$ cat src/rtl/fp_fma_wb_d.sv
// Writeback buffer for the binary64 FMA result path: canonicalises NaNs,
// classifies each result and queues {value, rd, flags} for the register file.
module fp_fma_wb_d #(
  parameter int DEPTH = 4
) (
  input  logic                      clk,
  input  logic                      rst_n,
  input  logic                      in_valid,
  output logic                      in_ready,
  input  logic [63:0]               in_result,
  input  logic [4:0]                in_rd,
  output logic                      out_valid,
  input  logic                      out_ready,
  output logic [63:0]               out_data,
  output logic [4:0]                out_rd,
  output logic [4:0]                out_flags,
  input  logic                      flush,
  output logic [$clog2(DEPTH):0]    count,
  output logic [15:0]               nan_cnt
);

  localparam int AW = $clog2(DEPTH);
  localparam int CW = AW + 1;
  localparam logic [CW-1:0] FULL = CW'(DEPTH);
  localparam logic [63:0] CANON_NAN = 64'h7FF8_0000_0000_0000;

  logic [63:0]   data_mem  [DEPTH];
  logic [4:0]    rd_mem    [DEPTH];
  logic [4:0]    flags_mem [DEPTH];
  logic [AW-1:0] wr_ptr;
  logic [AW-1:0] rd_ptr;

  logic        push;
  logic        pop;
  logic        in_nan;
  logic [63:0] canon;
  logic [4:0]  in_flags;
  logic        exp_ones;
  logic        exp_zero;
  logic        man_zero;

  // Ready and valid derive purely from registered occupancy.
  assign in_ready  = (count < FULL);
  assign out_valid = (count != '0);
  assign push      = in_valid & in_ready;
  assign pop       = out_valid & out_ready;

  assign in_nan = (in_result[62:52] == '1) && (in_result[51:0] != '0);
  assign canon  = in_nan ? CANON_NAN : in_result;

  always_comb begin
    exp_ones = (canon[62:52] == '1);
    exp_zero = (canon[62:52] == '0);
    man_zero = (canon[51:0] == '0);
    in_flags = '0;
    in_flags[0] = exp_ones & ~man_zero;
    in_flags[1] = exp_zero & ~man_zero;
    in_flags[2] = exp_zero & man_zero;
    in_flags[3] = exp_ones & man_zero;
    in_flags[4] = canon[63] & ~in_flags[0];
  end

  always_ff @(posedge clk) begin
    if (push && !flush) begin
      data_mem[wr_ptr]  <= canon;
      rd_mem[wr_ptr]    <= in_rd;
      flags_mem[wr_ptr] <= in_flags;
    end
  end

  always_ff @(posedge clk or negedge rst_n) begin
    if (!rst_n) begin
      wr_ptr  <= '0;
      rd_ptr  <= '0;
      count   <= '0;
      nan_cnt <= '0;
    end else if (flush) begin
      wr_ptr <= '0;
      rd_ptr <= '0;
      count  <= '0;
    end else begin
      if (push) wr_ptr <= wr_ptr + AW'(1);
      if (pop)  rd_ptr <= rd_ptr + AW'(1);
      if (push && !pop)      count <= count + CW'(1);
      else if (!push && pop) count <= count - CW'(1);
      if (push && in_nan && (nan_cnt != '1)) nan_cnt <= nan_cnt + 16'd1;
    end
  end

  always_comb begin
    out_data  = '0;
    out_rd    = '0;
    out_flags = '0;
    if (out_valid) begin
      out_data  = data_mem[rd_ptr];
      out_rd    = rd_mem[rd_ptr];
      out_flags = flags_mem[rd_ptr];
    end
  end

endmodule

$ cat config.mk
export PLATFORM = sky130hd
export DESIGN_NAME = fp_fma_wb_d
export DESIGN_NICKNAME = d
export VERILOG_FILES = /design/src/rtl/fp_fma_wb_d.sv
export SDC_FILE = /design/constraint.sdc
export NUM_CORES = 1
export LEC_CHECK = 0
export CAP_MARGIN = 20
export CORE_MARGIN = 2
export CORE_UTILIZATION = 55
export DETAILED_ROUTE_END_ITERATION = 10
export PLACE_DENSITY = 0.9
export RECOVER_POWER = 25
export SLEW_MARGIN = 20
export SYNTH_ARGS = -nofsm -noshare
export SYNTH_HDL_FRONTEND = slang
export SYNTH_SLANG_ARGS = --single-unit
export TNS_END_PERCENT = 100
$ cat constraint.sdc
create_clock -name clk -period 9.8 [get_ports clk]
set_input_delay 2.45 -clock clk [delete_from_list [all_inputs] [get_ports clk]]
set_output_delay 2.45 -clock clk [all_outputs]
set_load 0.05 [all_outputs]
# [Yosys cells after proc, flatten, opt, wreduce, memory -nomap -nowiden]
# Memories as Yosys holds them, arrays and structs flattened.
# Index checks and enable logic that the tools add are counted.
[word_totals] ff_bits=23 mem_bits_rw=296 in_bits=74 output_inout_bits=95 word_cells=56 memories=3
[memory_table] name="data_mem" depth=4 word_bits=64 rd=1 rd_ports_with_merged_regs=0 wr=1 line_no="27" source="logic [63:0] data_mem [DEPTH];"
[memory_table] name="flags_mem" depth=4 word_bits=5 rd=1 rd_ports_with_merged_regs=0 wr=1 line_no="29" source="logic [4:0] flags_mem [DEPTH];"
[memory_table] name="rd_mem" depth=4 word_bits=5 rd=1 rd_ports_with_merged_regs=0 wr=1 line_no="28" source="logic [4:0] rd_mem [DEPTH];"
[classes] n_addsub=5 n_lt_le_gt_ge=1 n_eq_ne=3 mux=13 n_bitwise=10 n_reduce_logical=17
[ops] op="2-to-1 mux 64 bit" count=2
[ops] op="logical NOT 52 bit" count=1
[ops] op="nonzero test 52 bit" count=1
[ops] op="equality test 11 bit (second input constant)" count=2
[ops] op="adder 16 x 1 -> 16 bit (second input constant)" count=1
[ops] op="inequality test 16 bit (second input constant)" count=1
[ops] op="logical NOT 11 bit" count=1
[ops] op="2-to-1 mux 5 bit" count=2
[ops] op="2-to-1 mux 3 bit" count=3
[ops] op="2-to-1 mux 2 bit" count=4
[ops] op="bitwise AND 1 bit" count=7
[ops] op="logical AND 1 bit" count=6
[ops] op="nonzero test 3 bit" count=2
[ops] op="adder 2 x 1 -> 2 bit (second input constant)" count=2
[ops] op="nonzero test 2 bit" count=2
[ops] op="adder 3 x 1 -> 3 bit (second input constant)" count=1
[ops] op="logical NOT 1 bit" count=3
[ops] op="less-than comparator 3 bit (second input constant)" count=1
[ops] op="inverter 1 bit" count=3
[ops] op="subtractor 3 x 1 -> 3 bit (second input constant)" count=1
[ops] op="2-to-1 mux 1 bit" count=2
[ops] op="AND reduction 2 bit" count=1

# [Longest topological paths before layout]
# Gate-level depths: netlist of the first run.
[depth] ltp_word=8 depth_mapped=8 ltp_nobuf=6

# [Worst setup path after synthesis of the first run]
# OpenSTA, ideal clock, no wires.
[synth_timing] kind="input to register" from="in flush" to="mem data_mem[0][0], enable pin" setup_time_ns=0.440 arrival_time_ns=4.894 t_required_ns=9.360 path_slack_ns=4.466 cell_stages=4 n_path_buf=2 cell_sequence="clkbuf_1 -> nor2_1 -> clkbuf_1 -> and2_1"
[synth_via] elab_chain_cells=4
[synth_lines] element="start: declaration" line_no="17" source="input logic flush,"
[synth_lines] element="logical NOT 1 bit" line_no="64" source="if (push && !flush) begin"
[synth_lines] element="logical AND 1 bit" line_no="64"
[synth_lines] element="2-to-1 mux 1 bit" line_no="64"
[synth_lines] element="2-to-1 mux 1 bit (not written as such)" line_no="65" source="data_mem[wr_ptr] <= canon;"
[synth_lines] element="end: declaration" line_no="27"
# No other way between the ends.

# [Worst setup path after layout of the first run]
[layout_timing] from="in in_valid" to="mem data_mem[2][55], enable pin"
[layout_via] elab_chain_cells=4
[layout_lines] element="start: declaration" line_no="8" source="input logic in_valid,"
[layout_lines] element="bitwise AND 1 bit" line_no="45" source="assign push = in_valid & in_ready;"
[layout_lines] element="logical AND 1 bit" line_no="64"
[layout_lines] element="2-to-1 mux 1 bit" line_no="64"
[layout_lines] element="2-to-1 mux 1 bit (not written as such)" line_no="65"
# No other way between the ends.

==> results of run 1 <==
sequential cells by signal, summed over array words and instances, names as in the netlist:
signal / cells
rd_mem: 20
flags_mem: 20
data_mem: 256
nan_cnt: 16
wr_ptr: 2
rd_ptr: 2
count: 3
worst max-delay path, delay by kind of cell:
kind	cells	cell delay [ns]
and+or+nand+nor	3	1.05
buffers and inverters	2	3.98
per-stage QoR:
step                power (mW)  instances  util [%]
global placement          3.35       1145      64.0
detailed placement        3.37       1145      64.0
finish                    4.47       1204      68.4
global route              4.63       1203      68.4
CTS                       4.51       1202      68.3
floorplan                 2.82        699         -
power groups by stage:
stage / clock, mW / combinational [mW] / sequential (mW)
detailed placement: 0 / 1.66 / 1.71
CTS: 1.16 / 1.67 / 1.68
global route: 1.22 / 1.73 / 1.68
global placement: 0 / 1.65 / 1.70
floorplan: 0 / 1.18 / 1.64
finish: 1.15 / 1.66 / 1.66
final cells by class:
type	instances	area, um2	share of cell area [%]
inverters	8	30.0	0.188
well taps	319	399	2.50
repair buffers	175	1740	10.9
multi-input cells	325	3300	20.7
flip-flops and latches	319	9470	59.4
clock inverters	14	109	0.682
diodes	1	2.50	0.0157
clock buffers	43	901	5.65
kinds of logic (layout without fill, tap and decap cells):
kind of cell / count (synthesis) / after routing / share of synthesized area [%]
compound gates: 5 / 5 / 0.212
xor+xnor: 19 / 19 / 1.28
fa+ha+maj: 6 / 6 / 0.635
buf+inv: 55 / 240 / 1.99
flops: 319 / 319 / 72.7
mux: 76 / 76 / 13.0
other cells: 0 / 1 / 0
simple gates: 219 / 219 / 10.2
worst max path at each step:
stage	from	end	slack [ns]
after global placement	in_result[1]	data_mem[0][51]	3.23
final	in_valid	data_mem[2][55]	2.25
after detailed placement	in_result[1]	data_mem[1][51]	3.18
after floorplan	flush	data_mem[0][0]	4.47
after CTS	rd_ptr[0]	out_data[9]	3.45
after global routing	in_valid	data_mem[2][6]	1.85
layout by cell type, fill, tap and decap left out, drive strengths merged, types with 5 or more instances in the layout:
master,count
ha,5
clkbuf,45
dfrtp,23
nor4,22
and2,133
nand3,9
clkdlybuf4s50,129
nand4,11
nand2,9
inv,8
buf,6
nor3,11
clkinv,11
mux4,74
nor2,9
edfxtp,296
dlygate4sd3,38
xor2,15
metal layers:
layer  wire length (um)  vias up
met5                  7        -
met4                393        2
met1              11000     3548
met2              13800      221
li1                   -     3043
met3               1450       37
==> results by group, run 1 <==
Run status
  – Status: complete, but fails checks
  – Failing checks: capacitance limit, slew limit

Route
  – WL final: 26,600 um
  – Drc violations: 0
  – Wirelength per Cell: 22.1 um
  – Final ANT Viol Nets: 0
  – Pre-Repair DR Iteration Count: 5
  – Vias/cell: 5.69
  – DR iter-0 viols: 459
  – Via count: 6,851

Timing
  – Worst slew margin: -224%
  – Setup TNS: 0 ns
  – Endpoints failing hold: 0
  – Final WS setup: 2.25 ns
  – Worst Tran Pin Value: 4.85 ns
  – FMAX: 0.133 GHz
  – Final hold slack: 0.503 ns
  – Max-slew violation count: 136
  – Crit path time final: 7.55 ns
  – Final cycle utilization of the critical path: 77.0%
  – Final setup vio count: 0
  – RSZ-0062 raised after global routing: false
  – Post-Route Skew: 0.00752 ns

Yosys
  – Top cells by area, synth: edfxtp_1, mux4_2, and2_1
  – Ys flop type: edfxtp_1
  – Async SR Flop Fraction: 7.21%
  – Synth warnings: 0
  – Post-synthesis cell type count: 33
  – Top-area cell type share of the netlist area: 68.3%
  – Net Count, Synth: 779
  – Mapped Avg Cell Area: 18.6 um2
  – EDFF count, synth: 296
  – Seq cells post-synth: 319
  – Synth cell count leaders: edfxtp_1, and2_1, mux4_2
  – Mapped Area: 13,000 um2
  – Sequential-to-total area share from yosys stat: 72.7%
  – Syn Inst Count: 699
  – Most common cell in the netlist: edfxtp_1
  – Area leader, netlist: edfxtp_1

Floorplanning
  – Die height: 158 um
  – Initial core utilization: 55.8%
  – Boundary Pins: 169
  – Chip Width: 158 um
  – Row count: 56
  – Die ar.: 24,900 um2
  – Core outline area: 23,300 um2

Layout
  – Final #Nets: 940
  – Fin area: 16,000 um2
  – Layout cells sized above 1: 15.7%
  – Filler cells: 1,494
  – Area grow syn2layout: 22.6%

Power and ir drop
  – Power per Cell Area: 280 nW/um2
  – Clk pwr share: 25.8%
  – Seq pwr share: 37.2%
  – Pleak: 5.29 nW
  – Switching power: 1.60 mW
  – Switching Fraction: 35.8%
  – Comb power frac: 37.1%
  – Max IR drop VDD: 0.000408 V
  – Int Power: 2.87 mW

Global route
  – GRT Total Usage: 21.7%
  – Routing usage on met3: 3.61%
  – Overflow after GRT: 0
  – Largest net degree at the start of global routing: 80
  – Global-route wire length before repair: 40,500 um
  – GR Util met1: 29.7%
  – Gr busiest metal: met2
  – Vias in the first global route: 7,169
  – Antenna violations before repair: 2
  – Met2 Track Usage GR: 37.0%

Clocking
  – TritonCTS clock tree: built
  – Post-CTS Setup Inserts: 0
  – Total CTS buffers: 31
  – Post-cts gate resize count: 0
  – Root buf cell: clkbuf_16
  – Htree depth: 1
  – Worst-path clk slew: 0.06 ns
  – Max Buffers Root-to-Sink: 3
  – # hold bufs at CTS: 0
  – Clk_lat worst skew: 0.54 ns
  – # clock sinks: 319

Worst setup path
  – Reg2reg path depth: 4
  – Reg2reg setup slack: 4.22 ns
  – R2R Path Start: count[2]
  – Reg2reg end: data_mem[2][55]
  – Crit end category: register
  – Critical path class: primary input to register
  – Arrival @ worst endpoint: 7.56 ns
  – Crit start category: primary input
  – Crit Path Max Fanout: 74
  – Critical-path cell list: dlygate4sd3_1, nand2b_1, nor2_1, and2_2, clkbuf_1
  – Slowest-stage cell, CP: clkbuf_1
  – CP max stage delay: 3.37 ns
  – Worst endpoint required time: 9.82 ns

Min path
  – Worst hold stages: 1
  – Worst Hold Class: register to register
  – Worst hold endpoint: nan_cnt[13]
  – Hold path startpoint: nan_cnt[13]

Run
  – Max_cap viols: 3

Placed design
  – Routability Congestion: 0.847
  – Post-DP HPWL: 15,600 um
  – Pre-CTS setup slack: 3.18 ns
  – I/O Buffers: 168
  – Placed Area: 14,900 um2
(Power assumes the default switching activity.)
==> run 2, diff against run 1 <==
--- a/config.mk
+++ b/config.mk
@@ -7,9 +7,9 @@
 export LEC_CHECK = 0
 export CAP_MARGIN = 20
 export CORE_MARGIN = 2
-export CORE_UTILIZATION = 55
+export CORE_UTILIZATION = 50
 export DETAILED_ROUTE_END_ITERATION = 10
-export PLACE_DENSITY = 0.9
+export PLACE_DENSITY = 0.86
 export RECOVER_POWER = 25
 export SLEW_MARGIN = 20
 export SYNTH_ARGS = -nofsm -noshare
==> constraint.sdc (replaced) <==
create_clock -name clk -period 6.7 [get_ports clk]
set_input_delay 1.675 -clock clk [delete_from_list [all_inputs] [get_ports clk]]
set_output_delay 1.675 -clock clk [all_outputs]
set_load 0.05 [all_outputs]
==> results by group, run 2 (synthesis gave the netlist of run 1 again) <==
Worst setup path
  – Crit end category: output pin
  – Critical-path cell list: buf_4, mux4_2, and2_1, clkdlybuf4s50_1
  – CP max stage delay: 1.02 ns
  – CP bufs+invs: 2
  – Worst endpoint required time: 5.03 ns
  – Top delay family on crit path: buffers and inverters
  – Crit start category: register
  – Critical path depth: 4
  – Critical path class: register to output pin
  – Reg2reg path depth: 4
  – Arrival @ worst endpoint: 3.45 ns
  – Crit Path Max Fanout: 42
  – Slowest-stage cell, CP: dfrtp_4

Timing
  – Final cycle utilization of the critical path: 76.5%
  – Post-Route Skew: 0.0184 ns
  – Final setup vio count: 0
  – Setup TNS: 0 ns
  – Endpoints failing hold: 0
  – Worst slew margin: 14.8%
  – RSZ-0062 raised after global routing: false
  – Final hold slack: 0.490 ns
  – Worst Tran Pin Value: 1.28 ns
  – Crit path time final: 5.13 ns
  – FMAX: 0.195 GHz
  – Max-slew violation count: 0

Clocking
  – Total CTS buffers: 30
  – Post-CTS Setup Inserts: 0
  – Worst-path clk slew: 0.06 ns
  – Max Buffers Root-to-Sink: 3
  – # hold bufs at CTS: 0
  – Root buf cell: clkbuf_16
  – Htree depth: 1
  – Post-cts gate resize count: 0
  – TritonCTS clock tree: built
  – # clock sinks: 319
  – Clk_lat worst skew: 0.54 ns

Global route
  – GRT Total Usage: 19.3%
  – Largest net degree at the start of global routing: 61
  – Overflow after GRT: 0
  – Antenna violations before repair: 3
  – Global-route wire length before repair: 39,600 um
  – Vias in the first global route: 7,026

Placed design
  – Routability Congestion: 0.780
  – Post-DP HPWL: 16,000 um
  – Placed Cells: 1,166
  – I/O Buffers: 168

Layout
  – Area of the multi-input gates: 3300 um2
  – Commonest non-fill, non-tap cell in the layout: edfxtp_1
  – Final #Nets: 943
  – Register name with the most flops: data_mem
  – Area grow syn2layout: 24.5%
  – Most frequent cells in the layout: edfxtp_1, clkdlybuf4s50_1, and2_1, mux4_2, dlygate4sd3_1
  – Layout cells sized above 1: 16.6%
  – Filler cells: 1,772
  – Number of flip-flops in the largest register: 256
  – Post-route insts no fill: 1,224
  – Register cell area after layout: 9470 um2
  – Top Registers: data_mem (256), flags_mem (20), rd_mem (20)

Route
  – Drc violations: 0
  – Via count: 6,767
  – Final ANT Viol Nets: 0
  – Wirelength per Cell: 21.2 um
  – DR iter-0 viols: 406
  – Pre-Repair DR Iteration Count: 6
  – Vias/cell: 5.53
  – WL final: 26,000 um

Floorplanning
  – Die ar.: 27,300 um2
  – Boundary Pins: 169
  – Row count: 59
  – Chip Width: 165 um
  – Core outline area: 25,800 um2
  – Die height: 165 um
  – Initial core utilization: 50.4%

Run status
  – Status: complete, no violations

Run
  – Max_cap viols: 0

Min path
  – Worst Hold Class: register to register
  – Worst hold stages: 1

Power and ir drop
  – Max IR drop VDD: 0.000392 V
  – Pleak: 5.41 nW
  – Total Power: 6.87 mW
  – Power per Cell Area: 424 nW/um2
run 2: where the power goes:
group,leakage (nW),switching (mW),internal [mW]
registers,3.00,0.122,2.31
logic,1.81,1.50,0.920
clock network,0.590,0.705,1.31
run 2: layer usage:
layer / routed length [um] / vias to the layer above / global-route usage (%)
met5: 12 / - / 0
met4: 482 / 2 / 4.78
met3: 1650 / 38 / 3.97
met2: 13200 / 214 / 32.8
met1: 10700 / 3455 / 25.8
li1: - / 3058 / -
run 2: final timing paths:
path	from	endpoint	slack, ns
hold / removal	nan_cnt[5]	nan_cnt[5]	0.49
min in group asynchronous	rst_n	nan_cnt[12]	1.40
setup reg to reg	count[2]	data_mem[3][56]	3.72
max in group asynchronous	rst_n	rd_ptr[0]	4.39
setup / recovery	rd_ptr[0]	out_data[21]	1.57
hold reg to reg	nan_cnt[5]	nan_cnt[5]	0.49
run 2: cell type report:
type	count	share of cell area [%]
inverter	8	0.185
multi-input combinational	325	20.4
tap	335	2.59
sequential	319	58.5
clock buffer	32	4.81
timing repair buffer	179	10.8
clock inverter	24	2.70
antenna	2	0.0309
run 2: metrics by stage:
stage,cell area [um2],util (%),worst slack (ns)
finish,16200,62.7,1.57
global placement,15000,58.0,1.71
floorplan,13000,-,2.14
global route,16200,62.7,1.35
CTS,16200,62.7,1.47
detailed placement,15000,58.0,1.71
==> run 3, diff against run 2 <==
--- a/config.mk
+++ b/config.mk
@@ -7,9 +7,9 @@
 export LEC_CHECK = 0
 export CAP_MARGIN = 20
 export CORE_MARGIN = 2
-export CORE_UTILIZATION = 50
+export CORE_UTILIZATION = 55
 export DETAILED_ROUTE_END_ITERATION = 10
-export PLACE_DENSITY = 0.86
+export PLACE_DENSITY = 0.9
 export RECOVER_POWER = 25
 export SLEW_MARGIN = 20
 export SYNTH_ARGS = -nofsm -noshare
==> constraint.sdc (replaced) <==
create_clock -name clk -period 5.2 [get_ports clk]
set_input_delay 1.3 -clock clk [delete_from_list [all_inputs] [get_ports clk]]
set_output_delay 1.3 -clock clk [all_outputs]
set_load 0.05 [all_outputs]
==> results by group, run 3 (synthesis gave the netlist of run 1 again) <==
Worst setup path
  – Arrival @ worst endpoint: 3.31 ns
  – Critical path class: register to output pin
  – Critical path depth: 4
  – Crit Path Max Fanout: 30
  – CP bufs+invs: 2
  – Reg2reg path depth: 4
  – Top delay family on crit path: buffers and inverters
  – CP max stage delay: 0.83 ns
  – Crit start category: register
  – Slowest-stage cell, CP: clkdlybuf4s50_1
  – Crit end category: output pin
  – Worst endpoint required time: 3.90 ns
  – Critical-path cell list: or3_1, buf_4, and2_1, clkdlybuf4s50_1

Power and ir drop
  – Power per Cell Area: 530 nW/um2
  – Pleak: 5.36 nW
  – Total Power: 8.53 mW
  – Max IR drop VDD: 0.000469 V

Layout
  – Number of flip-flops in the largest register: 256
  – Filler cells: 1,488
  – Register name with the most flops: data_mem
  – Top Registers: data_mem (256), flags_mem (20), rd_mem (20)
  – Commonest non-fill, non-tap cell in the layout: edfxtp_1
  – Area grow syn2layout: 23.6%
  – Register cell area after layout: 9470 um2
  – Most frequent cells in the layout: edfxtp_1, and2_1, clkdlybuf4s50_1, mux4_2, dlygate4sd3_1
  – Area of the multi-input gates: 3290 um2
  – Final #Nets: 946
  – Layout cells sized above 1: 15.7%

Placed design
  – Pre-CTS setup slack: 0.534 ns
  – Routability Congestion: 0.844
  – Post-DP HPWL: 16,600 um
  – I/O Buffers: 168

Timing
  – Final cycle utilization of the critical path: 88.7%
  – Post-Route Skew: 0.00709 ns
  – Max-slew violation count: 98
  – Final setup vio count: 0
  – Crit path time final: 4.61 ns
  – Worst Tran Pin Value: 1.90 ns
  – Worst slew margin: -26.4%
  – RSZ-0062 raised after global routing: false
  – Endpoints failing hold: 0
  – FMAX: 0.217 GHz
  – Setup TNS: 0 ns
  – Final WS setup: 0.589 ns

Route
  – Met3 wire length: 1620 um
  – Met1 wire length: 10,600 um
  – DR WL met2: 13,600 um
  – Final ANT Viol Nets: 0
  – WL final: 26,400 um
  – Pre-Repair DR Iteration Count: 5
  – Drc violations: 0
  – Wirelength per Cell: 21.8 um
  – Via count: 6,908
  – DR iter-0 viols: 587
  – Highest routed layer: met5
  – Vias/cell: 5.71

Clocking
  – Worst-path clk slew: 0.06 ns
  – Total CTS buffers: 30
  – # clock sinks: 319
  – Post-cts gate resize count: 0
  – Htree depth: 1
  – TritonCTS clock tree: built
  – # hold bufs at CTS: 0
  – Root buf cell: clkbuf_16
  – Post-CTS Setup Inserts: 0
  – Clk_lat worst skew: 0.54 ns
  – Max Buffers Root-to-Sink: 3

Min path
  – Worst Hold Class: register to register
  – Worst hold stages: 1

Floorplanning
  – Chip Width: 158 um
  – Row count: 56
  – Initial core utilization: 55.8%
  – Die height: 158 um
  – Boundary Pins: 169
  – Die ar.: 24,900 um2
  – Core outline area: 23,300 um2

Global route
  – Largest net degree at the start of global routing: 49
  – Global-route wire length before repair: 40,600 um
  – Overflow after GRT: 0
  – Antenna violations before repair: 2
  – Vias in the first global route: 7,263
  – GRT Total Usage: 21.7%

Run status
  – Failing checks: capacitance limit, slew limit
  – Status: complete, but fails checks

Run
  – Max_cap viols: 3
-- run 3: changes by cell type in the layout (fill, tap and decap cells not counted), moves of 3 or more --
cell | previous run | this run
clkinv_2 | 5 | 8
and2_4 | 4 | 1
clkinv_1 | 2 | 5
buf_12 | 0 | 7
buf_4 | 10 | 7
and2_1 | 127 | 132
bufinv_16 | 12 | 5
-- run 3: worst paths after layout --
check / start / end / slack, ns
max reg2reg: count[2] / data_mem[2][39] / 1.65
min: nan_cnt[9] / nan_cnt[9] / 0.50
min in group asynchronous: rst_n / nan_cnt[11] / 1.01
max: count[2] / out_data[25] / 0.59
max in group asynchronous: rst_n / rd_ptr[1] / 3.30
min reg2reg: nan_cnt[9] / nan_cnt[9] / 0.50
-- run 3: per-stage QoR --
stage	area, um2	std cells	hold WS [ns]	util, %
3_3_place_gp	15100	1153	0.477	64.6
6_report	16100	1209	0.500	68.9
3_5_place_dp	15100	1153	0.478	64.6
2_1_floorplan	13000	699	0.543	-
4_1_cts	16100	1208	0.492	69.0
5_1_grt	16100	1208	0.513	68.9
-- run 3: routing by layer --
metal	vias to the layer above	global-route usage [%]
met5	-	0
met4	2	5.41
met3	37	3.64
met2	272	37.0
met1	3538	29.6
li1	3059	-
-- run 3: layout make-up --
type | instances | area share (%)
Clock inverter | 20 | 1.42
Timing Repair Buffer | 182 | 11.6
Tap cell | 319 | 2.48
Antenna cell | 1 | 0.0156
Clock buffer | 35 | 4.92
Sequential cell | 319 | 58.9
Multi-Input combinational cell | 325 | 20.5
Inverter | 8 | 0.187
-- run 3: power by group --
part / switching (mW) / internal [mW]
Sequential: 0.0885 / 2.98
Combinational: 2.03 / 1.21
Clock: 0.890 / 1.33
-- run 3: worst register-to-register path: cells and delay by family (launching register included) --
kind | cells | cell delay, ns
flip-flops | 1 | 0.45
buffers and inverters | 1 | 0.38
AND/OR/NAND/NOR | 3 | 2.39
